File: src/rtl/hdmi_window_timing.sv
// Programmable video timing with a movable image window fetched from synchronous pixel memory.
// Optional colour-bar generator enabled by defining HDMI_TEST_PATTERN_EN.
module hdmi_window_timing #(
  parameter int unsigned H_ACTIVE = 640,
  parameter int unsigned H_FP     = 16,
  parameter int unsigned H_SYNC   = 96,
  parameter int unsigned H_BP     = 48,
  parameter int unsigned V_ACTIVE = 480,
  parameter int unsigned V_FP     = 10,
  parameter int unsigned V_SYNC   = 2,
  parameter int unsigned V_BP     = 33,
  parameter bit          HS_POL   = 1'b0,
  parameter bit          VS_POL   = 1'b0,
  parameter int unsigned IMG_W    = 185,
  parameter int unsigned IMG_H    = 185,
  parameter int unsigned CNT_W    = 12,
  parameter int unsigned ADDR_W   = 17
) (
  input  logic              CLK_PX,
  input  logic              RST_n,
`ifdef HDMI_TEST_PATTERN_EN
  input  logic              TP_EN,
`endif
  input  logic [CNT_W-1:0]  IMG_X,
  input  logic [CNT_W-1:0]  IMG_Y,
  input  logic [23:0]       BG,
  input  logic [23:0]       PX,
  output logic [ADDR_W-1:0] PX_ADDR,
  output logic              PX_RD,
  output logic              HDMI_CLK,
  output logic              DE,
  output logic              HSYNC,
  output logic              VSYNC,
  output logic [7:0]        RED,
  output logic [7:0]        GREEN,
  output logic [7:0]        BLUE,
  output logic              FRAME_START
);

  localparam int unsigned H_TOTAL = H_ACTIVE + H_FP + H_SYNC + H_BP;
  localparam int unsigned V_TOTAL = V_ACTIVE + V_FP + V_SYNC + V_BP;

  localparam logic [CNT_W-1:0]  H_ACT_C  = CNT_W'(H_ACTIVE);
  localparam logic [CNT_W-1:0]  H_LAST_C = CNT_W'(H_TOTAL - 1);
  localparam logic [CNT_W-1:0]  H_SS_C   = CNT_W'(H_ACTIVE + H_FP);
  localparam logic [CNT_W-1:0]  H_SE_C   = CNT_W'(H_ACTIVE + H_FP + H_SYNC);
  localparam logic [CNT_W-1:0]  V_ACT_C  = CNT_W'(V_ACTIVE);
  localparam logic [CNT_W-1:0]  V_LAST_C = CNT_W'(V_TOTAL - 1);
  localparam logic [CNT_W-1:0]  V_SS_C   = CNT_W'(V_ACTIVE + V_FP);
  localparam logic [CNT_W-1:0]  V_SE_C   = CNT_W'(V_ACTIVE + V_FP + V_SYNC);
  localparam logic [CNT_W:0]    IMG_W_X  = (CNT_W+1)'(IMG_W);
  localparam logic [CNT_W:0]    IMG_H_Y  = (CNT_W+1)'(IMG_H);
  localparam logic [ADDR_W-1:0] IMG_W_A  = ADDR_W'(IMG_W);

  logic [CNT_W-1:0]  x_q, x_d, y_q, y_d, sx_q, sy_q, cur_sx, cur_sy;
  logic [CNT_W:0]    x_e, y_e, sx_e, sy_e;
  logic [ADDR_W-1:0] row_base_q, row_base_d, rd_addr;
  logic              frame_start, active, col_in, row_in, win, hs0, vs0;

  // Pipeline stages 1 and 2 carry the timing flags alongside the memory access.
  logic de1, hs1, vs1, fs1;
  logic de2, hs2, vs2, fs2, win2;
  logic [23:0] rgb_d;

`ifdef HDMI_TEST_PATTERN_EN
  localparam logic [CNT_W-1:0] BAR_W_C = CNT_W'(H_ACTIVE / 8);
  logic       tp_q, cur_tp, tp0, tp1, tp2;
  logic [2:0] bar0, bar1, bar2;

  always_comb begin
    cur_tp = frame_start ? TP_EN : tp_q;
    tp0    = cur_tp && active;
    bar0   = 3'(x_q / BAR_W_C);
  end
`endif

  assign HDMI_CLK = CLK_PX;

  always_comb begin
    frame_start = (x_q == '0) && (y_q == '0);
    // The frame starting now already uses the freshly sampled origin.
    cur_sx = frame_start ? IMG_X : sx_q;
    cur_sy = frame_start ? IMG_Y : sy_q;
    x_e    = {1'b0, x_q};
    y_e    = {1'b0, y_q};
    sx_e   = {1'b0, cur_sx};
    sy_e   = {1'b0, cur_sy};
    active = (x_q < H_ACT_C) && (y_q < V_ACT_C);
    col_in = (x_e >= sx_e) && (x_e < sx_e + IMG_W_X);
    row_in = (y_e >= sy_e) && (y_e < sy_e + IMG_H_Y);
    win    = active && col_in && row_in;
`ifdef HDMI_TEST_PATTERN_EN
    if (cur_tp) win = 1'b0;
`endif
    rd_addr = row_base_q + ADDR_W'(x_q - cur_sx);
    hs0 = ((x_q >= H_SS_C) && (x_q < H_SE_C)) ? HS_POL : ~HS_POL;
    vs0 = ((y_q >= V_SS_C) && (y_q < V_SE_C)) ? VS_POL : ~VS_POL;
  end

  always_comb begin
    x_d        = x_q + 1'b1;
    y_d        = y_q;
    row_base_d = row_base_q;
    if (x_q == H_LAST_C) begin
      x_d = '0;
      if (y_q == V_LAST_C) begin
        y_d        = '0;
        row_base_d = '0;
      end else begin
        y_d = y_q + 1'b1;
        // Advance per window row regardless of column clipping.
        if (row_in) row_base_d = row_base_q + IMG_W_A;
      end
    end
  end

  always_comb begin
    rgb_d = '0;
    if (de2) begin
      rgb_d = win2 ? PX : BG;
`ifdef HDMI_TEST_PATTERN_EN
      if (tp2) rgb_d = {{8{~bar2[1]}}, {8{~bar2[2]}}, {8{~bar2[0]}}};
`endif
    end
  end

  always_ff @(posedge CLK_PX or negedge RST_n) begin
    if (!RST_n) begin
      x_q         <= '0;
      y_q         <= '0;
      sx_q        <= '0;
      sy_q        <= '0;
      row_base_q  <= '0;
      PX_ADDR     <= '0;
      PX_RD       <= 1'b0;
      de1         <= 1'b0;
      hs1         <= ~HS_POL;
      vs1         <= ~VS_POL;
      fs1         <= 1'b0;
      de2         <= 1'b0;
      hs2         <= ~HS_POL;
      vs2         <= ~VS_POL;
      fs2         <= 1'b0;
      win2        <= 1'b0;
      DE          <= 1'b0;
      HSYNC       <= ~HS_POL;
      VSYNC       <= ~VS_POL;
      FRAME_START <= 1'b0;
      RED         <= '0;
      GREEN       <= '0;
      BLUE        <= '0;
    end else begin
      x_q        <= x_d;
      y_q        <= y_d;
      row_base_q <= row_base_d;
      if (frame_start) begin
        sx_q <= IMG_X;
        sy_q <= IMG_Y;
      end
      PX_RD <= win;
      if (win) PX_ADDR <= rd_addr;
      de1   <= active;
      hs1   <= hs0;
      vs1   <= vs0;
      fs1   <= frame_start;
      de2   <= de1;
      hs2   <= hs1;
      vs2   <= vs1;
      fs2   <= fs1;
      win2  <= PX_RD;
      DE          <= de2;
      HSYNC       <= hs2;
      VSYNC       <= vs2;
      FRAME_START <= fs2;
      {RED, GREEN, BLUE} <= rgb_d;
    end
  end

`ifdef HDMI_TEST_PATTERN_EN
  always_ff @(posedge CLK_PX or negedge RST_n) begin
    if (!RST_n) begin
      tp_q <= 1'b0;
      tp1  <= 1'b0;
      tp2  <= 1'b0;
      bar1 <= '0;
      bar2 <= '0;
    end else begin
      if (frame_start) tp_q <= TP_EN;
      tp1  <= tp0;
      tp2  <= tp1;
      bar1 <= bar0;
      bar2 <= bar1;
    end
  end
`endif

endmodule

File: config.mk
export PLATFORM = sky130hd
export DESIGN_NAME = hdmi_window_timing
export DESIGN_NICKNAME = d
export VERILOG_FILES = /design/src/rtl/hdmi_window_timing.sv
export SDC_FILE = /design/constraint.sdc
export NUM_CORES = 1
export LEC_CHECK = 0
export ABC_AREA = 1
export CAP_MARGIN = 25
export CORE_MARGIN = 1
export CORE_UTILIZATION = 56
export DETAILED_ROUTE_END_ITERATION = 10
export GPL_ROUTABILITY_DRIVEN = 0
export PLACE_DENSITY = 0.93
export SLEW_MARGIN = 25
export SYNTH_ARGS = -nofsm -noshare
export SYNTH_HDL_FRONTEND = slang
export SYNTH_SLANG_ARGS = --single-unit
File: constraint.sdc
create_clock -name CLK_PX -period 5.91 [get_ports CLK_PX]
set_input_delay 0.591 -clock CLK_PX [delete_from_list [all_inputs] [get_ports CLK_PX]]
set_output_delay 0.591 -clock CLK_PX [all_outputs]
set_load 0.05 [all_outputs]
# == Word-level counts from Yosys, hierarchy flattened ==
# Cells that the tools add are included.
# classes
addsub,7
order_cmp,10
n_eq_ne,2
mux,10
n_reduce_logical,12
# op_table
cell,n
two-way mux 12 bit,4
two-way mux 24 bit,2
two-way mux 17 bit,2
"adder 12 x 8 -> 13 bit, second input constant",2
less-than comparator 12 x 13 -> 1 bit,2
"adder 12 x 1 -> 12 bit, second input constant",2
"equality test 12 x 10 -> 1 bit, second input constant",2
greater-or-equal comparator 12 bit,2
logical NOT 12 bit,2
"less-than comparator 12 x 10 -> 1 bit, second input constant",2
"less-than comparator 12 x 9 -> 1 bit, second input constant",2
adder 17 bit,1
"adder 17 x 8 -> 17 bit, second input constant",1
subtractor 12 x 12 -> 13 bit,1
"greater-or-equal comparator 12 x 10 -> 1 bit, second input constant",1
"greater-or-equal comparator 12 x 9 -> 1 bit, second input constant",1
logical AND 1 bit,8
two-way mux 1 bit,2
AND reduction 2 bit,1
nonzero test 2 bit,1
# word_totals
regBits,120
input_bits,74

# == Depth between registers and ports, before layout ==
# Gate-level depths: netlist (run 1).
# logic_depth
depth_word,8
mapped_depth,32

==> results.txt, run 1 <==
The flow ran to the end, and the final reports show no timing, DRC or antenna violations. In the routed layout, each cell is associated on average with a via count of 5.65. For the number of global-route vias before repair, the log shows 7622. The combined global-route utilization of all metal layers was 29.6%. In this run, synthesis inferred 0 flip-flops with an integrated enable. The number of max-slew violations in the final report is 0, and the detailed-route wire length per cell is 15.5 µm.

The launching instance or port of the critical path is x_q[10]. Sorting the synthesized cells by area gives the leading types as dfrtp_1 (35%), ha_1 (11%), nand2_1 (8.9%). The logs give 121 for the number of primary I/O pins and 194 MHz for the maximum clock rate.

Buffers inserted to repair hold after CTS numbered 0. The starting DRC count in detailed routing was 627. In the final design database the tool counted 1309 nets.

The worst register-to-register path begins at x_q[10]. The maximum ir drop on the vdd rail was 0.000203 V. The largest net degree at the start of global routing was 79.

The share of cells above drive strength 1 is 11.4%, and the number of failing setup endpoints in the final timing report is 0. The core box area was 0.0140 mm²; the number of cells produced by synthesis was 1037. The post-route worst setup slack is 0.755 ns, and the number of input and output port buffers inserted is 120. Timing analysis after detailed placement gives a worst setup slack of 0.861 ns. For the total DRC errors in the routed layout, the log shows 0.

The data arrival time of the worst path came out at 5.55 ns. The commonest cells after synthesis are nand2_1 (193), inv_1 (141), nor2_1 (115), dfrtp_1 (114), ha_1 (69). The final instance area is 0.0102 mm², and the cell area after synthesis is 0.00818 mm². After clock tree synthesis, the clock-pin slew on the worst setup and hold paths is 0.05 ns.

The sum of net half-perimeters after detailed placement is 15300 µm, and the number of unique standard cell types used by synthesis is 46. The top cell type by area accounts for 34.9% of the synthesized area. Setup repair after global routing left no endpoint under its margin. For the share of synthesized area occupied by flip-flops and latches, the log shows 36.8%.

The main flop type after synthesis was dfrtp_1. Counting every net in the synthesized netlist gives 1181. The biggest area consumer among synthesized cells was dfrtp_1. The first TritonRoute pass finished after 5 iterations.

The count of nets left with antenna violations once routing finished came out at 0. From synthesis to final layout, the design area changed by 24.3%. The x dimension of the die works out to 123 µm. The number of diodes added for antenna fixing was 0; the slew at the pin with the worst max-slew slack was 1.01 ns.

The run gives 0 ns as the sum of negative setup slack. In this run the static leakage power is 5.16 nW. For the effective utilization at floorplan, the log shows 58.3%.

The type of the setup path with the least slack was reg2reg. TritonCTS built the clock tree. In this run, placement finished with an instance count of 1323. The initial antenna violation count came out at 0.

Number of vias after detailed routing: 7673. The layout filler cell count came out at 950. Cells fill 72.5% of the core in the end.

In this run the cell area measured after placement is 0.00950 mm². The tool flagged a number of max-cap violations equal to 0. In this run the register-to-register setup slack is 0.75 ns. The tools report the critical path capture point type as a flip-flop. The post-detailed-routing wire length is 21100 µm.

Hold timing on the final database bottoms out at a slack of 0.0656 ns. Overall power consumption after layout is estimated at 2.31 mW. The fraction of the cycle the final worst path needs was 87.2%. For the worst flop-to-flop path, the logic depth is 27. The tools report the number of resized instances in the post-cts repair step as 0.

Power spread over the standard cell area amounts to 227 mW/mm². The logs give 43 for the number of core rows and 0 for the remaining global-route overflow. The full die area is 0.0151 mm², and the minimum period implied by the final worst setup slack is 5.16 ns.

STA classifies the critical path startpoint as a flip-flop. For this run, the number of standard cells in the final layout without fillers is 1358. In this run the worst path has a maximum fanout of 30. The number of hold violations in the final report came out at 0. The min-delay analysis places its worst path in the category in2async. Between clock sinks in the finished design, the worst skew comes to 0.00747 ns.

The Yosys step of the flow raised 0 warnings. The global-route wire length before repair was 34500 µm. Buffers added to address setup during post-CTS repair amount to 0.

Of all flip-flops after synthesis, the portion carrying an async set or reset was 100%. The logs give 6.31 ns for the endpoint required time on the critical path and 31.9% for the worst slew margin relative to its limit. A synthesized cell averages 7.89 µm². The tools report the clock insertion delay at the later pin of the skew report as 0.54 ns.

The most frequent cell after synthesis was nand2_1. Flip-flop and latch count after synthesis: 120. The endpoint identified for the worst register-to-register timing path is PX_ADDR[11].

The overall die height was 123 µm.
## worst max path at each step
stage,endpoint,slack [ns],depth (start not counted)
floorplan,PX_ADDR[13],1.78,27
global placement,PX_ADDR[14],1.18,28
detailed placement,PX_ADDR[6],0.86,28
CTS,PX_ADDR[2],0.81,28
global route,PX_ADDR[2],0.27,27
finish,PX_ADDR[11],0.75,27
## worst max-delay path: stages, from the launching register on
cell and delay, ns:
dfrtp_1 0.44, nor2_1 0.26, nand2_1 0.12, nor2_2 0.39
nand3_2 0.40, buf_4 0.34, nand2_1 0.08, nand2_1 0.13
ha_1 0.25, nand2_1 0.08, nand3_1 0.11, nand2_1 0.12
nand2_1 0.07, xor2_1 0.14, ha_1 0.30, a21oi_1 0.20
o21a_1 0.15, nand2_1 0.06, nand2_1 0.07, nand2_1 0.05
nand2_1 0.07, nand2_1 0.06, nand3_2 0.13, nand3_2 0.08
nor2_2 0.12, nand2_2 0.48, nand2_2 0.21, o21ai_2 0.07
## layer usage
layer  track usage, %  routed length (µm)  vias up
li1                 -                   -     3645
met1             32.9                8040     3551
met2             51.2               10200      388
met3             7.89                1980       89
met4             16.9                 803        0
met5                0                   0        -
## cells in the final DEF, fill, tap and decap left out, drive strengths merged, types with 4 or more instances in the layout
cell type	count
nand3	57
nand4	23
nor3	18
clkbuf	27
inv	146
clkinv	4
ha	69
a31oi	5
dfrtp	114
o21bai	4
nand2	224
xor2	41
a21oi	52
o21a	5
nor2	127
xnor2	11
nor4	4
o22ai	4
dfstp	6
clkdlybuf4s50	119
o21ai	88
## where the power goes
| part | internal, mW | switching, mW | leakage, nW |
|---|---|---|---|
| clock network | 0.791 | 0.406 | 0.331 |
| registers | 0.839 | 0.00493 | 1.50 |
| logic | 0.111 | 0.158 | 3.33 |
## area by class of cell
class	count	area [µm²]	share of cell area, %
Clock buffer	28	567	5.57
Clock inverter	8	120	1.18
Inverter	147	552	5.42
Multi-Input combinational cell	754	4490	44.2
Sequential cell	120	3010	29.6
Tap cell	180	225	2.21
Timing Repair Buffer	121	1210	11.9
## registers in the layout (all words and copies together), names as in the netlist
name	count
sx_q	12
fs2	1
vs2	1
row_base_q	17
y_q	12
hs1	1
GREEN	8
RED	8
de2	1
DE	1
sy_q	12
fs1	1
hs2	1
FRAME_START	1
x_q	12
vs1	1
BLUE	8
VSYNC	1
HSYNC	1
de1	1
PX_ADDR	17
win2	1
PX_RD	1
## kinds of logic after synthesis
logic type / share of synthesized area, %
and+or+nand+nor: 25.4
xor gates and xnor gates: 5.56
adders and majority gates: 10.8
DFF: 36.8
buffers and inverters: 8.30
AOI/OAI and AO/OA: 13.2
(Power assumes the default switching activity.)
==> run 2, diff against run 1 <==
- CORE_MARGIN: 1 -> not set
- MAX_ROUTING_LAYER: not set -> met4
- SLEW_MARGIN: 25 -> 20
==> results.txt, run 2 (synthesis results as in run 1) <==
In the layout the commonest cells are nand2_1 (193), inv_1 (141), clkdlybuf4s50_1 (119), nor2_1 (115), dfrtp_1 (114). The worst hold slack across all endpoints is 0.347 ns (+0.281 ns). The cell family contributing the most delay on the critical path is simple AND/OR/NAND/NOR gates. The most critical setup path has its startpoint at x_q[10]. The count of TritonRoute iterations in the first routing pass is 6 (+1), and the total number of nets in the final design is 1311 (+0.15%). The initial antenna violation count is 0 (unchanged), and the power density relative to cell area is 227 mW/mm² (-0.14%).

The critical path launch point type was a flip-flop. The register cell area after layout was 0.00301 mm² (unchanged). The clock edge transition at the registers on the reported setup and hold paths was 0.05 ns (about the same). The placed instance count came out at 1323 (unchanged). In the final layout, the registers with the most flip-flops are PX_ADDR (17), row_base_q (17).

The core box area is 0.0140 mm² (unchanged). The share of cells above drive strength 1 works out to 11.4% (+0.065 points). The startpoint identified for the worst register-to-register timing path is x_q[10]. The area of combinational cells with multiple inputs is 0.00449 mm² (unchanged), and the x dimension of the die is 123 µm (unchanged). The run gives 30.6% (+0.99 points) as the combined global-route utilization of all metal layers.

For the largest net degree at the start of global routing, the log shows 79 (unchanged). Signed area change from the synthesized netlist to the final layout: 24.8%. The fraction of the cycle the final worst path needs is 88.6% (+1.3 points), and the critical-path maximum fanout is 30 (unchanged). The number of primary I/O pins is 121 (unchanged), and the maximum clock rate is 191 MHz (-1.5%). The post-detailed-routing wire length is 21200 µm (+0.71%). Number of input and output port buffers inserted: 120 (unchanged). For the number of hold violations in the final report, the log shows 0 (unchanged). The maximum ir drop on the vdd rail is 0.000202 V (-0.81%), and the data arrival time of the worst path is 5.63 ns (+0.08 ns). The most common cell after layout, fill and taps aside is nand2_1. The tools report the number of diodes added for antenna fixing as 0 (unchanged). Total power consumption of the routed design: 2.31 mW (+0.19%). The final antenna-violating net count was 0 (unchanged).

The overall die height came out at 123 µm (unchanged). The sum of net half-perimeters after detailed placement was 15300 µm (unchanged). Setup repair after global routing left no endpoint under its margin. The tools report the effective utilization at floorplan as 58.3% (unchanged). The flow ran to the end, and the final reports show no timing, DRC or antenna violations. The count of buffers added by post-CTS timing repair for setup was 0 (unchanged). For the starting DRC count in detailed routing, the log shows 516 (-18%).

After global routing, the most crowded layer is met2. Number of global-route vias before repair: 7615 (-0.092%). Clock insertion delay at the later pin of the skew report: 0.54 ns (about the same).

The detailed-route wire length per cell was 15.6 µm (+0.56%). For the minimum setup slack after placement, the log shows 0.861 ns (unchanged). The largest stage delay on the critical path works out to 0.47 ns (about the same). The full die area is 0.0151 mm² (unchanged). The worst slew margin relative to its limit is 31.7% (-0.22 points), and the setup skew after layout is 0.00616 ns (-0.00131 ns). TritonCTS built the clock tree. Origin of the worst min-delay path: de1. The remaining global-route overflow came out at 0 (unchanged). The number of failing setup endpoints in the final timing report is 0 (unchanged).

The logs give 940 (-1.1%) for the layout filler cell count and 0.676 ns (-0.0783 ns) for the post-route worst setup slack. For the sum of negative setup slack, the log shows 0 ns (unchanged). The worst hold path belongs to the class reg2reg. The ratio of routed vias to standard cells is 5.66 (+0.23%), and the global-route met2 utilization is 51.5% (+0.35 points). For the number of violations of the max-capacitance limit, the log shows 0 (unchanged). For this design, the slowest cell found on the critical path is nand2_2. The most numerous cell type found on the critical path is nand2_1. The number of vias after detailed routing is 7702 (+0.38%). The leakage power summed over all cells is 5.17 nW (+0.30%), and the global-route wire length before repair is 34700 µm (+0.42%).

The minimum period implied by the final worst setup slack works out to 5.23 ns (+0.0783 ns). The worst setup path is of the reg2reg kind. The tools report the number of max-slew violations in the final report as 0 (unchanged). The count of buffering cells on the critical path with inverters included is 2 (+1). The total DRC errors in the routed layout is 0 (unchanged). The number of non-filler instances in the completed layout was 1360 (+0.15%). Endpoint required time on the critical path: 6.31 ns (about the same).

The worst setup path is captured at a flip-flop. The number of resized instances in the post-cts repair step is 0 (unchanged), and the met1 layer usage reported by global route is 33.1% (+0.18 points). The run gives 8.07% (+0.18 points) as the met3 capacity usage during global routing. The slew at the pin with the worst max-slew slack is 1.02 ns (+0.00328 ns), and the number of core rows is 43 (unchanged). The number of buffers inserted by hold repair at cts was 0 (unchanged).
[run 2: power by group]
| group | leakage [nW] | total (mW) | internal [mW] | switching (mW) |
|---|---|---|---|---|
| sequential | 1.50 | 0.844 | 0.839 | 0.00508 |
| combinational | 3.34 | 0.272 | 0.113 | 0.159 |
| clock | 0.331 | 1.20 | 0.791 | 0.407 |
| total | 5.17 | 2.31 | 1.74 | 0.571 |
[run 2: worst paths after layout]
kind / cells after the start / slack (ns) / end
max: 27 / 0.68 / PX_ADDR[11]
min: 0 / 0.35 / de2
max reg2reg: 27 / 0.68 / PX_ADDR[11]
min reg2reg: 0 / 0.35 / de2
max in group asynchronous: 3 / 4.59 / RED[0]
min in group asynchronous: 2 / 0.48 / sy_q[2]
[run 2: per-stage QoR]
step                      cell area (µm²)  util, %
after floorplan                      8180        -
after global placement               9500     67.6
after detailed placement             9500     67.6
after CTS                           10200     72.4
after global routing                10200     72.7
final                               10200     72.7
[run 2: worst register-to-register path, stage by stage (launching register included)]
cell and delay, ns:
dfrtp_1 0.44, nor2_1 0.27, nand2_1 0.12, nor2_2 0.40
nand3_2 0.40, buf_4 0.34, inv_2 0.09, nand2_1 0.05
nand2_1 0.15, ha_1 0.22, nand2_1 0.08, nand2_1 0.14
xor2_1 0.18, ha_1 0.27, a21oi_1 0.21, nand2_1 0.09
o21ai_0 0.20, nand2_1 0.10, nand2_1 0.07, nand2_1 0.05
nand2_1 0.07, nand2_1 0.06, nand3_2 0.13, nand3_2 0.09
nor2_2 0.12, nand2_2 0.47, nand2_2 0.23, o21ai_2 0.07
[run 2: final cells by class]
type / count / share of cell area (%)
Clock buffer: 28 / 5.55
Clock inverter: 8 / 1.18
Inverter: 147 / 5.40
Multi-Input combinational cell: 754 / 44.0
Sequential cell: 120 / 29.5
Tap cell: 180 / 2.21
Timing Repair Buffer: 123 / 12.2
[run 2: routing by layer]
| metal | part of all wire (%) | vias up |
|---|---|---|
| met5 | 0 | - |
| met4 | 4.1 | 0 |
| met3 | 9.4 | 105 |
| met2 | 49 | 380 |
| met1 | 38 | 3564 |
| li1 | - | 3653 |
